$ cat src/rtl/serial_rx.sv
// serial_rx: 8N1 UART receiver with an oversampled phase counter, a two-flop input synchronizer and framing-error detection.
//   Parameter OVERSAMPLE: CLK_RX cycles per bit (even, >= 4).
//   Ports: CLK_RX receive clock, RST async active-low reset, RX serial line (idle high),
//          DATA last good byte, VALID one-cycle good-byte strobe, FERR one-cycle framing-error strobe.
//   Optional build macro SERIAL_RX_MAJORITY_EN: the bit sample is a 3-sample majority vote instead of a single sample.
module serial_rx #(
  parameter int OVERSAMPLE = 16
) (
  input  logic       CLK_RX,
  input  logic       RST,
  input  logic       RX,
  output logic [7:0] DATA,
  output logic       VALID,
  output logic       FERR
);
  localparam int H = OVERSAMPLE / 2;
  localparam int PW = $clog2(OVERSAMPLE);
  localparam logic [PW-1:0] PH_START = PW'(H - 1);
  localparam logic [PW-1:0] PH_BIT = PW'(OVERSAMPLE - 1);
  typedef enum logic [2:0] {S_IDLE, S_START, S_DATA, S_STOP, S_BREAK} state_t;
  state_t state_q, state_d;
  logic [PW-1:0] phase_q, phase_d;
  logic [2:0] bitcnt_q, bitcnt_d;
  logic [7:0] shift_q, shift_d, data_q, data_d;
  logic valid_q, valid_d, ferr_q, ferr_d;
  logic [1:0] sync_q, sync_d;
  logic rx_s, sample;
  assign rx_s = sync_q[1];
`ifdef SERIAL_RX_MAJORITY_EN
  // the two previous rx_s values plus the current one form the voting window
  logic [1:0] hist_q, hist_d;
  always_comb hist_d = {hist_q[0], rx_s};
  always_ff @(posedge CLK_RX or negedge RST)
    if (!RST) hist_q <= 2'b11;
    else hist_q <= hist_d;
  assign sample = (hist_q[1] & hist_q[0]) | (hist_q[1] & rx_s) | (hist_q[0] & rx_s);
`else
  assign sample = rx_s;
`endif
  always_comb begin
    sync_d = {sync_q[0], RX};
    state_d = state_q;
    phase_d = phase_q + 1'b1;
    bitcnt_d = bitcnt_q;
    shift_d = shift_q;
    data_d = data_q;
    valid_d = 1'b0;
    ferr_d = 1'b0;
    case (state_q)
      S_IDLE: begin
        phase_d = '0;
        state_d = rx_s ? S_IDLE : S_START;
      end
      S_START: if (phase_q == PH_START) begin
        phase_d = '0;
        bitcnt_d = '0;
        state_d = sample ? S_IDLE : S_DATA;
      end
      S_DATA: if (phase_q == PH_BIT) begin
        phase_d = '0;
        shift_d = {sample, shift_q[7:1]};
        bitcnt_d = bitcnt_q + 1'b1;
        state_d = (bitcnt_q == 3'd7) ? S_STOP : S_DATA;
      end
      // leaving at mid-stop lets a start bit that follows immediately be caught
      S_STOP: if (phase_q == PH_BIT) begin
        valid_d = sample;
        ferr_d = !sample;
        data_d = sample ? shift_q : data_q;
        state_d = sample ? S_IDLE : S_BREAK;
      end
      // a held-low line must return high before another start can be seen
      S_BREAK: state_d = rx_s ? S_IDLE : S_BREAK;
      default: state_d = S_IDLE;
    endcase
  end
  always_ff @(posedge CLK_RX or negedge RST)
    if (!RST) begin
      sync_q <= 2'b11;
      state_q <= S_IDLE;
      phase_q <= '0;
      bitcnt_q <= '0;
      shift_q <= '0;
      data_q <= '0;
      valid_q <= 1'b0;
      ferr_q <= 1'b0;
    end else begin
      sync_q <= sync_d;
      state_q <= state_d;
      phase_q <= phase_d;
      bitcnt_q <= bitcnt_d;
      shift_q <= shift_d;
      data_q <= data_d;
      valid_q <= valid_d;
      ferr_q <= ferr_d;
    end
  assign DATA = data_q;
  assign VALID = valid_q;
  assign FERR = ferr_q;
endmodule

$ cat config.mk
export PLATFORM = sky130hd
export DESIGN_NAME = serial_rx
export DESIGN_NICKNAME = d
export VERILOG_FILES = /design/src/rtl/serial_rx.sv
export SDC_FILE = /design/constraint.sdc
export NUM_CORES = 1
export LEC_CHECK = 0
export BUFFER_PORTS_ARGS = -buffer_cell sky130_fd_sc_hd__buf_4
export CORE_MARGIN = 5
export CORE_UTILIZATION = 50
export CTS_CLUSTER_DIAMETER = 50
export DETAILED_ROUTE_END_ITERATION = 12
export PLACE_DENSITY = 0.66
export SYNTH_ARGS = -nofsm -noshare
export SYNTH_HDL_FRONTEND = slang
export SYNTH_SLANG_ARGS = --single-unit
$ cat constraint.sdc
create_clock -name CLK_RX -period 2.25 [get_ports CLK_RX]
set_clock_uncertainty 0.2 [all_clocks]
set_input_delay 0.225 -clock CLK_RX [delete_from_list [all_inputs] [get_ports CLK_RX]]
set_output_delay 0.225 -clock CLK_RX [all_outputs]
set_load 0.005 [all_outputs]
==> results of run 1 <==
## synth_stat cells (2+ instances only)
master	number	area [um2]
a21oi_1	2	10.0
a31oi_1	2	12.5
buf_2	2	10.0
clkbuf_1	2	7.51
dfrtp_1	28	701
dfstp_2	2	52.6
ha_1	3	37.5
mux2_2	19	214
nand2_1	3	11.3
nand4b_1	2	17.5
nor2_1	7	26.3
nor3_1	2	10.0
nor3b_1	2	15.0
or2_2	2	12.5
## state kept, by name, indices dropped and copies added, names as in the netlist
register,cells
DATA,8
FERR,1
VALID,1
bitcnt_q,3
phase_q,4
shift_q,8
state_q,3
sync_q,2
## routing by layer
layer	global-route usage [%]	vias to the layer above	wire length, um
met4	6.50	0	43
met3	6.38	5	108
met1	17.3	376	945
met2	20.6	13	943
li1	-	378	-
met5	0	-	0
## final cells by class
type	instances	area [um2]
Tap cell	30	37.5
Multi-Input combinational cell	60	514
Inverter	1	3.75
Sequential cell	30	753
Clock buffer	8	78.8
Timing Repair Buffer	16	125
Fill cell	210	965
## worst max path at each step
stage / end / slack (ns) / start
after detailed placement: DATA[3] / 0.22 / phase_q[0]
after global routing: DATA[7] / 0.11 / phase_q[0]
final: DATA[7] / 0.24 / phase_q[0]
after CTS: DATA[7] / 0.20 / phase_q[0]
after floorplan: DATA[0] / 0.43 / phase_q[0]
after global placement: DATA[6] / 0.29 / phase_q[0]
## where the power goes
group	switching [mW]	internal, mW
clock network	0.175	0.213
logic	0.151	0.144
registers	0.0965	0.612
## what timing repair did
action                    4_1_cts  5_1_grt
hold endpoints to repair       31        0
hold buffers                    2        0
resized for setup               0        0
## logic make-up (layout without fill, tap and decap cells)
family	Yosys count	in the layout	share of synthesized area [%]
AOI/OAI and AO/OA	7	7	3.95
muxes	19	19	16.5
buffers and inverters	6	25	2.50
xor gates and xnor gates	1	1	0.674
and+or+nand+nor	30	30	15.6
DFF	30	30	57.9
adders and majority gates	3	3	2.89
## cells in the final DEF, fill, tap and decap left out, drive strengths merged, types with 3 or more instances in the layout
cell type / instances
nor2: 8
nand2: 3
nand4b: 3
clkbuf: 8
buf: 14
mux2: 19
ha: 3
dfrtp: 28
nor3: 3
==> flow_metrics.env, run 1 <==
export IMPL_finalNonFillerCells=145
export IMPL_cts_root_buffer="clkbuf_4"
export IMPL_place_hpwl_um=1420
export IMPL_diodes=0
export IMPL_grt_setup_unrepaired="false"
export IMPL_post_place_ws_ns=0.218
export IMPL_crit_path_start_kind="register"
export IMPL_hold_viol=0
export IMPL_syn_to_final_growth_pct=16.4
export IMPL_syn_area_um2=1300
export IMPL_min_period_over_period_pct=89.4
export IMPL_rrSetupSlack_ns=0.24
export IMPL_die_area_um2=3720
export IMPL_timing_rr_end="DATA[7]"
export IMPL_clk_pin_slew_worst_paths_ns=0.09
export IMPL_wl_per_cell_um=14.1
export IMPL_grt_max_degree=31
export IMPL_slew_viol_final=0
export IMPL_vias_per_cell=5.32
export IMPL_critPathMaxFanout=9
export IMPL_slew_limit_headroom_pct=70.5
export IMPL_power_density_nw_per_um2=920
export IMPL_setup_ws_ns=0.239
export IMPL_die_w_um=61.0
export IMPL_synthArstFlopShare_pct=100
export IMPL_syn_num_nets=102
export IMPL_first_iter_violations=18
export IMPL_hold_class="input port to asynchronous set/reset pin"
export IMPL_r2r_start="phase_q[0]"
export IMPL_fin_nets=120
export IMPL_die_height_um=61.0
export IMPL_synth_avg_cell_area_um2=13.5
export IMPL_outcome="completed"
export IMPL_vias=772
export IMPL_setup_tns_ns=0
export IMPL_leakage_nw=0.761
export IMPL_gp_congestion=0.783
export IMPL_worstPathCellList="ha_1, nand4b_4, nor3_4, mux2_2"
export IMPL_core_area_um2=2480
export IMPL_num_rows=18
export IMPL_clk_path_buf_depth=2
export IMPL_io_buffers=12
export IMPL_cp_num_cells=4
export IMPL_synth_edf_count=0
export IMPL_crit_type="register to register"
export IMPL_utilization_pct=61.1
export IMPL_drive_gt1_share_pct=42.6
export IMPL_grt_first_pass_wirelength_um=3660
export IMPL_hold_slack_ns=0.155
export IMPL_grt_overflow_total=0
export IMPL_totalWireLength_um=2040
export IMPL_final_area_um2=1510
export IMPL_path_buf_inv=0
export IMPL_io_pins=13
export IMPL_worst_pin_slew_ns=0.441
export IMPL_crit_family="simple AND/OR/NAND/NOR gates"
export IMPL_clock_fmax_mhz=497
export IMPL_antenna_left=0
export IMPL_post_cts_setup_buffers=0
export IMPL_fin_crit_ns=2.01
export IMPL_placedInstanceArea_um2=1410
export IMPL_dp_cells=135
export IMPL_setup_viol=0
export IMPL_syn_inst=96
export IMPL_cpMaxStageDelayCell="nor3_4"
export IMPL_power_mw=1.39
export IMPL_cp_end_kind="register"
export IMPL_slowest_delay_ns=0.43
export IMPL_h_tree_depth=2
export IMPL_numCtsBuffers=5
export IMPL_required_ns=2.25
export IMPL_drc_errors=0
export IMPL_ys_flop_type="dfrtp_1"
export IMPL_peakVddDrop_mv=0.653
export IMPL_ys_warn_count=0
export IMPL_r2r_cells=4
export IMPL_cp_arrival_ns=2.02
export IMPL_ys_seq_area_share_pct=57.9
export IMPL_drv_cap=0
export IMPL_cts_tree="built"
export IMPL_synth_seq_cells=30
export IMPL_ys_types=32
export IMPL_grt_usage_pct=13.9
export IMPL_antenna_found_initial=0
export IMPL_dr_pass1_iters=2
export IMPL_clock_latency_ns=0.32
export IMPL_initial_core_util_pct=52.5
export IMPL_grt_pass1_vias=829
export IMPL_cts_sinks=30
Note: power is estimated with default switching activity, not from simulation.
==> run 2: changes to the inputs <==
--- a/config.mk
+++ b/config.mk
@@ -7,10 +7,12 @@
 export LEC_CHECK = 0
 export BUFFER_PORTS_ARGS = -buffer_cell sky130_fd_sc_hd__buf_4
 export CORE_MARGIN = 5
-export CORE_UTILIZATION = 50
+export CORE_UTILIZATION = 60
+export CTS_BUF_LIST = sky130_fd_sc_hd__clkbuf_8
 export CTS_CLUSTER_DIAMETER = 50
 export DETAILED_ROUTE_END_ITERATION = 12
-export PLACE_DENSITY = 0.66
+export PLACE_DENSITY = 0.78
 export SYNTH_ARGS = -nofsm -noshare
 export SYNTH_HDL_FRONTEND = slang
 export SYNTH_SLANG_ARGS = --single-unit
+export TNS_END_PERCENT = 20
==> run 2 against run 1 <==
Effect of this change:
- via count up 1.2%
- register-to-register slack about the same
- sequential share of layout area is 0.53 points lower
- combinational power fell by 8.2%
- critical path depth stayed put
- setup slack lost 0.010 ns
- sequential power rose by 2%
- clock-buffer cell count is 3 lower
- cell area is 1.1% higher
==> flow_metrics.env, run 2 (synthesized netlist as in run 1, its figures left out) <==
export IMPL_dp_cells=131
export IMPL_core_area_um2=2020
export IMPL_io_buffers=12
export IMPL_timing_rr_end="DATA[5]"
export IMPL_gp_congestion=0.752
export IMPL_slew_limit_headroom_pct=69.9
export IMPL_setup_viol=0
export IMPL_die_height_um=56.5
export IMPL_grt_first_pass_wirelength_um=3860
export IMPL_mostFrequentLayoutCells="28 x dfrtp_1, 19 x mux2_2, 13 x buf_4, 7 x nor2_1, 5 x clkbuf_8"
export IMPL_vias_per_cell=5.54
export IMPL_drive_gt1_share_pct=40.4
export IMPL_clk_path_buf_depth=2
export IMPL_clock_latency_ns=0.27
export IMPL_post_cts_setup_buffers=0
export IMPL_first_iter_violations=15
export IMPL_crit_path_start_kind="register"
export IMPL_cts_tree="built"
export IMPL_outcome="completed"
export IMPL_grt_usage_pct=16.4
export IMPL_slowest_delay_ns=0.43
export IMPL_setup_tns_ns=0
export IMPL_syn_to_final_growth_pct=17.6
export IMPL_drc_errors=0
export IMPL_grt_pass1_vias=781
export IMPL_cts_sinks=30
export IMPL_vias=781
export IMPL_numCtsBuffers=5
export IMPL_finalNonFillerCells=141
export IMPL_h_tree_depth=2
export IMPL_cp_end_kind="register"
export IMPL_crit_start="phase_q[0]"
export IMPL_r2r_start="phase_q[0]"
export IMPL_fin_crit_ns=2.02
export IMPL_die_area_um2=3200
export IMPL_rrSetupSlack_ns=0.23
export IMPL_grt_max_degree=31
export IMPL_grt_setup_unrepaired="false"
export IMPL_leakage_nw=0.772
export IMPL_cts_resized=0
export IMPL_final_area_um2=1530
export IMPL_cp_endpoint="DATA[5]"
export IMPL_fin_nets=119
export IMPL_final_common_cell="dfrtp_1"
export IMPL_grt_overflow_total=0
export IMPL_antenna_left=0
export IMPL_worst_pin_slew_ns=0.450
export IMPL_post_place_ws_ns=0.227
export IMPL_io_pins=13
export IMPL_drv_cap=0
export IMPL_dr_pass1_iters=4
export IMPL_cp_arrival_ns=1.98
export IMPL_clk_pin_slew_worst_paths_ns=0.06
export IMPL_peakVddDrop_mv=0.909
export IMPL_place_hpwl_um=1470
export IMPL_required_ns=2.21
export IMPL_totalWireLength_um=2160
export IMPL_power_density_nw_per_um2=984
export IMPL_min_period_over_period_pct=89.8
export IMPL_diodes=0
export IMPL_antenna_found_initial=0
export IMPL_crit_type="register to register"
export IMPL_r2r_cells=4
export IMPL_setup_ws_ns=0.229
export IMPL_cts_root_buffer="clkbuf_8"
export IMPL_wl_per_cell_um=15.3
export IMPL_clock_fmax_mhz=495
export IMPL_placedInstanceArea_um2=1400
export IMPL_num_rows=16
export IMPL_critPathMaxFanout=9
export IMPL_worstPathCellList="ha_1, nand4b_4, nor3_4, mux2_2"
export IMPL_hold_viol=0
export IMPL_hold_class="register to register"
export IMPL_initial_core_util_pct=64.3
export IMPL_cpMaxStageDelayCell="nor3_4"
export IMPL_die_w_um=56.5
export IMPL_slew_viol_final=0
[run 2: cell type report]
type | instances | area (um2)
flip-flops and latches | 30 | 753
multi-input cells | 60 | 514
fillers | 131 | 493
repair buffers | 15 | 118
clock buffers | 5 | 68.8
clock inverters | 3 | 37.5
well taps | 27 | 33.8
inverters | 1 | 3.75
[run 2: repair_timing]
| action | CTS | global route |
|---|---|---|
| setup endpoints to repair | 0 | 0 |
| hold buffers | 2 | 0 |
| endpoints found under the hold margin | 31 | 0 |
[run 2: how the worst min path moves through the flow]
stage                   to      start  slack, ns  depth (start not counted)
2_1_floorplan      DATA[0]        RST      -0.27                          0
3_3_place_gp   bitcnt_q[0]        RST      -0.03                          1
3_5_place_dp   bitcnt_q[1]        RST      -0.04                          1
4_1_cts          sync_q[1]  sync_q[0]       0.16                          0
5_1_grt          sync_q[1]  sync_q[0]       0.16                          0
6_report         sync_q[1]  sync_q[0]       0.16                          0
[run 2: power by group]
group | leakage [nW] | internal (mW) | switching [mW]
clock network | 0.0607 | 0.322 | 0.188
logic | 0.314 | 0.132 | 0.139
registers | 0.397 | 0.614 | 0.111
[run 2: through the flow]
stage | util [%] | power, mW | hold WS, ns
floorplan | - | 0.951 | -0.271
global placement | 69.4 | 0.979 | -0.0339
detailed placement | 69.4 | 1.00 | -0.0366
CTS | 75.6 | 1.52 | 0.158
global route | 75.6 | 1.61 | 0.164
finish | 75.6 | 1.50 | 0.156
[run 2: metal layers]
metal / part of all wire, % / up-vias / routed length, um / global-route usage [%]
met5: 0 / - / 0 / 0
met4: 0.92 / 0 / 20 / 6.10
met3: 5.1 / 3 / 111 / 7.57
li1: - / 376 / - / -
met2: 48 / 19 / 1030 / 23.6
met1: 46 / 383 / 1000 / 21.4
[run 2: critical path, delay by kind of cell (launching register included)]
kind,cells,cell delay [ns]
and+or+nand+nor,2,0.60
muxes,1,0.39
DFF,1,0.37
adders and majority gates,1,0.34
==> run 3: changes to the inputs <==
--- a/config.mk
+++ b/config.mk
@@ -11,7 +11,8 @@
 export CTS_BUF_LIST = sky130_fd_sc_hd__clkbuf_8
 export CTS_CLUSTER_DIAMETER = 50
 export DETAILED_ROUTE_END_ITERATION = 12
-export PLACE_DENSITY = 0.78
+export HOLD_SLACK_MARGIN = 0.08
+export PLACE_DENSITY = 0.8
 export SYNTH_ARGS = -nofsm -noshare
 export SYNTH_HDL_FRONTEND = slang
 export SYNTH_SLANG_ARGS = --single-unit
==> run 3 against run 2 <==
Effect of this change:
- clock power shrank 14%
- cell area shrank 0.25%
- total power shrank 4.0%
- fmax shrank 0.28%
- sequential cell count is the same
- routed wire length shrank 4.3%
- sequential share of layout area grew 0.12 points
==> flow_metrics.env, run 3 (synthesized netlist as in run 1, its figures left out) <==
export IMPL_timing_rr_end="DATA[6]"
export IMPL_numCtsBuffers=5
export IMPL_leakage_nw=0.763
export IMPL_min_path_cells=0
export IMPL_wl_per_cell_um=14.6
export IMPL_post_cts_setup_buffers=0
export IMPL_post_place_ws_ns=0.234
export IMPL_syn_to_final_growth_pct=17.3
export IMPL_grt_pass1_vias=841
export IMPL_peakVddDrop_mv=0.682
export IMPL_mostFrequentLayoutCells="28 x dfrtp_1, 19 x mux2_2, 14 x buf_4, 7 x nor2_1, 6 x clkbuf_8"
export IMPL_hold_class="register to register"
export IMPL_min_period_over_period_pct=90.1
export IMPL_first_iter_violations=13
export IMPL_gp_congestion=0.750
export IMPL_drc_errors=0
export IMPL_io_buffers=12
export IMPL_setup_viol=0
export IMPL_clk_path_buf_depth=2
export IMPL_hold_viol=0
export IMPL_grt_first_pass_wirelength_um=3770
export IMPL_fin_crit_ns=2.03
export IMPL_grt_setup_unrepaired="false"
export IMPL_dr_pass1_iters=4
export IMPL_r2r_start="phase_q[0]"
export IMPL_critPathMaxFanout=9
export IMPL_cp_endpoint="DATA[6]"
export IMPL_antenna_left=0
export IMPL_initial_core_util_pct=64.3
export IMPL_setup_tns_ns=0
export IMPL_fin_nets=120
export IMPL_die_area_um2=3200
export IMPL_slew_limit_headroom_pct=70.7
export IMPL_fillers=126
export IMPL_vias_per_cell=5.52
export IMPL_drv_cap=0
export IMPL_final_common_cell="dfrtp_1"
export IMPL_crit_start="phase_q[0]"
export IMPL_power_density_nw_per_um2=947
export IMPL_place_hpwl_um=1490
export IMPL_rrSetupSlack_ns=0.22
export IMPL_grt_usage_pct=15.6
export IMPL_r2r_cells=4
export IMPL_vias=784
export IMPL_diodes=0
export IMPL_die_height_um=56.5
export IMPL_cp_arrival_ns=1.99
export IMPL_cp_end_kind="register"
export IMPL_slew_viol_final=0
export IMPL_grt_max_degree=31
export IMPL_required_ns=2.21
export IMPL_h_tree_depth=2
export IMPL_totalWireLength_um=2070
export IMPL_setup_ws_ns=0.223
export IMPL_drive_gt1_share_pct=42.6
export IMPL_crit_type="register to register"
export IMPL_num_rows=16
export IMPL_core_area_um2=2020
export IMPL_clock_latency_ns=0.28
export IMPL_cts_sinks=30
export IMPL_cts_root_buffer="clkbuf_8"
export IMPL_outcome="completed"
export IMPL_io_pins=13
export IMPL_multi_input_area_um2=514
export IMPL_grt_overflow_total=0
export IMPL_crit_path_start_kind="register"
export IMPL_clock_fmax_mhz=493
export IMPL_worst_pin_slew_ns=0.439
export IMPL_cts_tree="built"
export IMPL_die_w_um=56.5
export IMPL_final_seq_area_um2=753
export IMPL_antenna_found_initial=0
export IMPL_clk_pin_slew_worst_paths_ns=0.06
-- run 3: critical path, cell delays in order (launching register included) --
cell and delay (ns):
dfrtp_1 0.37, ha_1 0.35, nand4b_4 0.17, nor3_4 0.42, mux2_2 0.39
-- run 3: worst min path at each step --
stage	startpoint	endpoint	slack [ns]
final	sync_q[0]	sync_q[1]	0.16
after detailed placement	RST	bitcnt_q[2]	-0.03
after global routing	sync_q[0]	sync_q[1]	0.16
after CTS	sync_q[0]	sync_q[1]	0.16
after global placement	RST	bitcnt_q[0]	-0.04
after floorplan	RST	DATA[0]	-0.27
-- run 3: through the flow --
step	cells	hold WS [ns]	area [um2]	power [mW]	utilization [%]
after CTS	142	0.156	1530	1.46	75.4
after global placement	132	-0.0376	1410	0.996	69.7
after global routing	142	0.165	1530	1.54	75.4
after floorplan	96	-0.271	1300	0.951	-
final	142	0.155	1530	1.44	75.4
after detailed placement	132	-0.0304	1410	1.01	69.7
-- run 3: cell type report --
cell class | instances | area share, %
clock inverter | 2 | 0.820
tap | 27 | 2.21
multi-input combinational | 60 | 33.7
inverter | 1 | 0.246
sequential | 30 | 49.4
timing repair buffer | 16 | 8.20
clock buffer | 6 | 5.41
-- run 3: metal layers --
layer  track usage (%)  wire length, um  vias to the layer above
met5                 0                0                        -
met4              9.15               46                        0
met3              4.82               72                        5
met2              24.6             1080                       15
met1              18.6              878                      384
li1                  -                -                      380
-- run 3: report_power, final --
part	switching, mW	internal [mW]	total (mW)
clock	0.194	0.245	0.439
combinational	0.156	0.142	0.298
sequential	0.0939	0.614	0.708
-- run 3: timing repair --
action,in CTS,in global routing
gates resized for setup,0,0
hold buffers,2,0
hold endpoints to repair,31,0
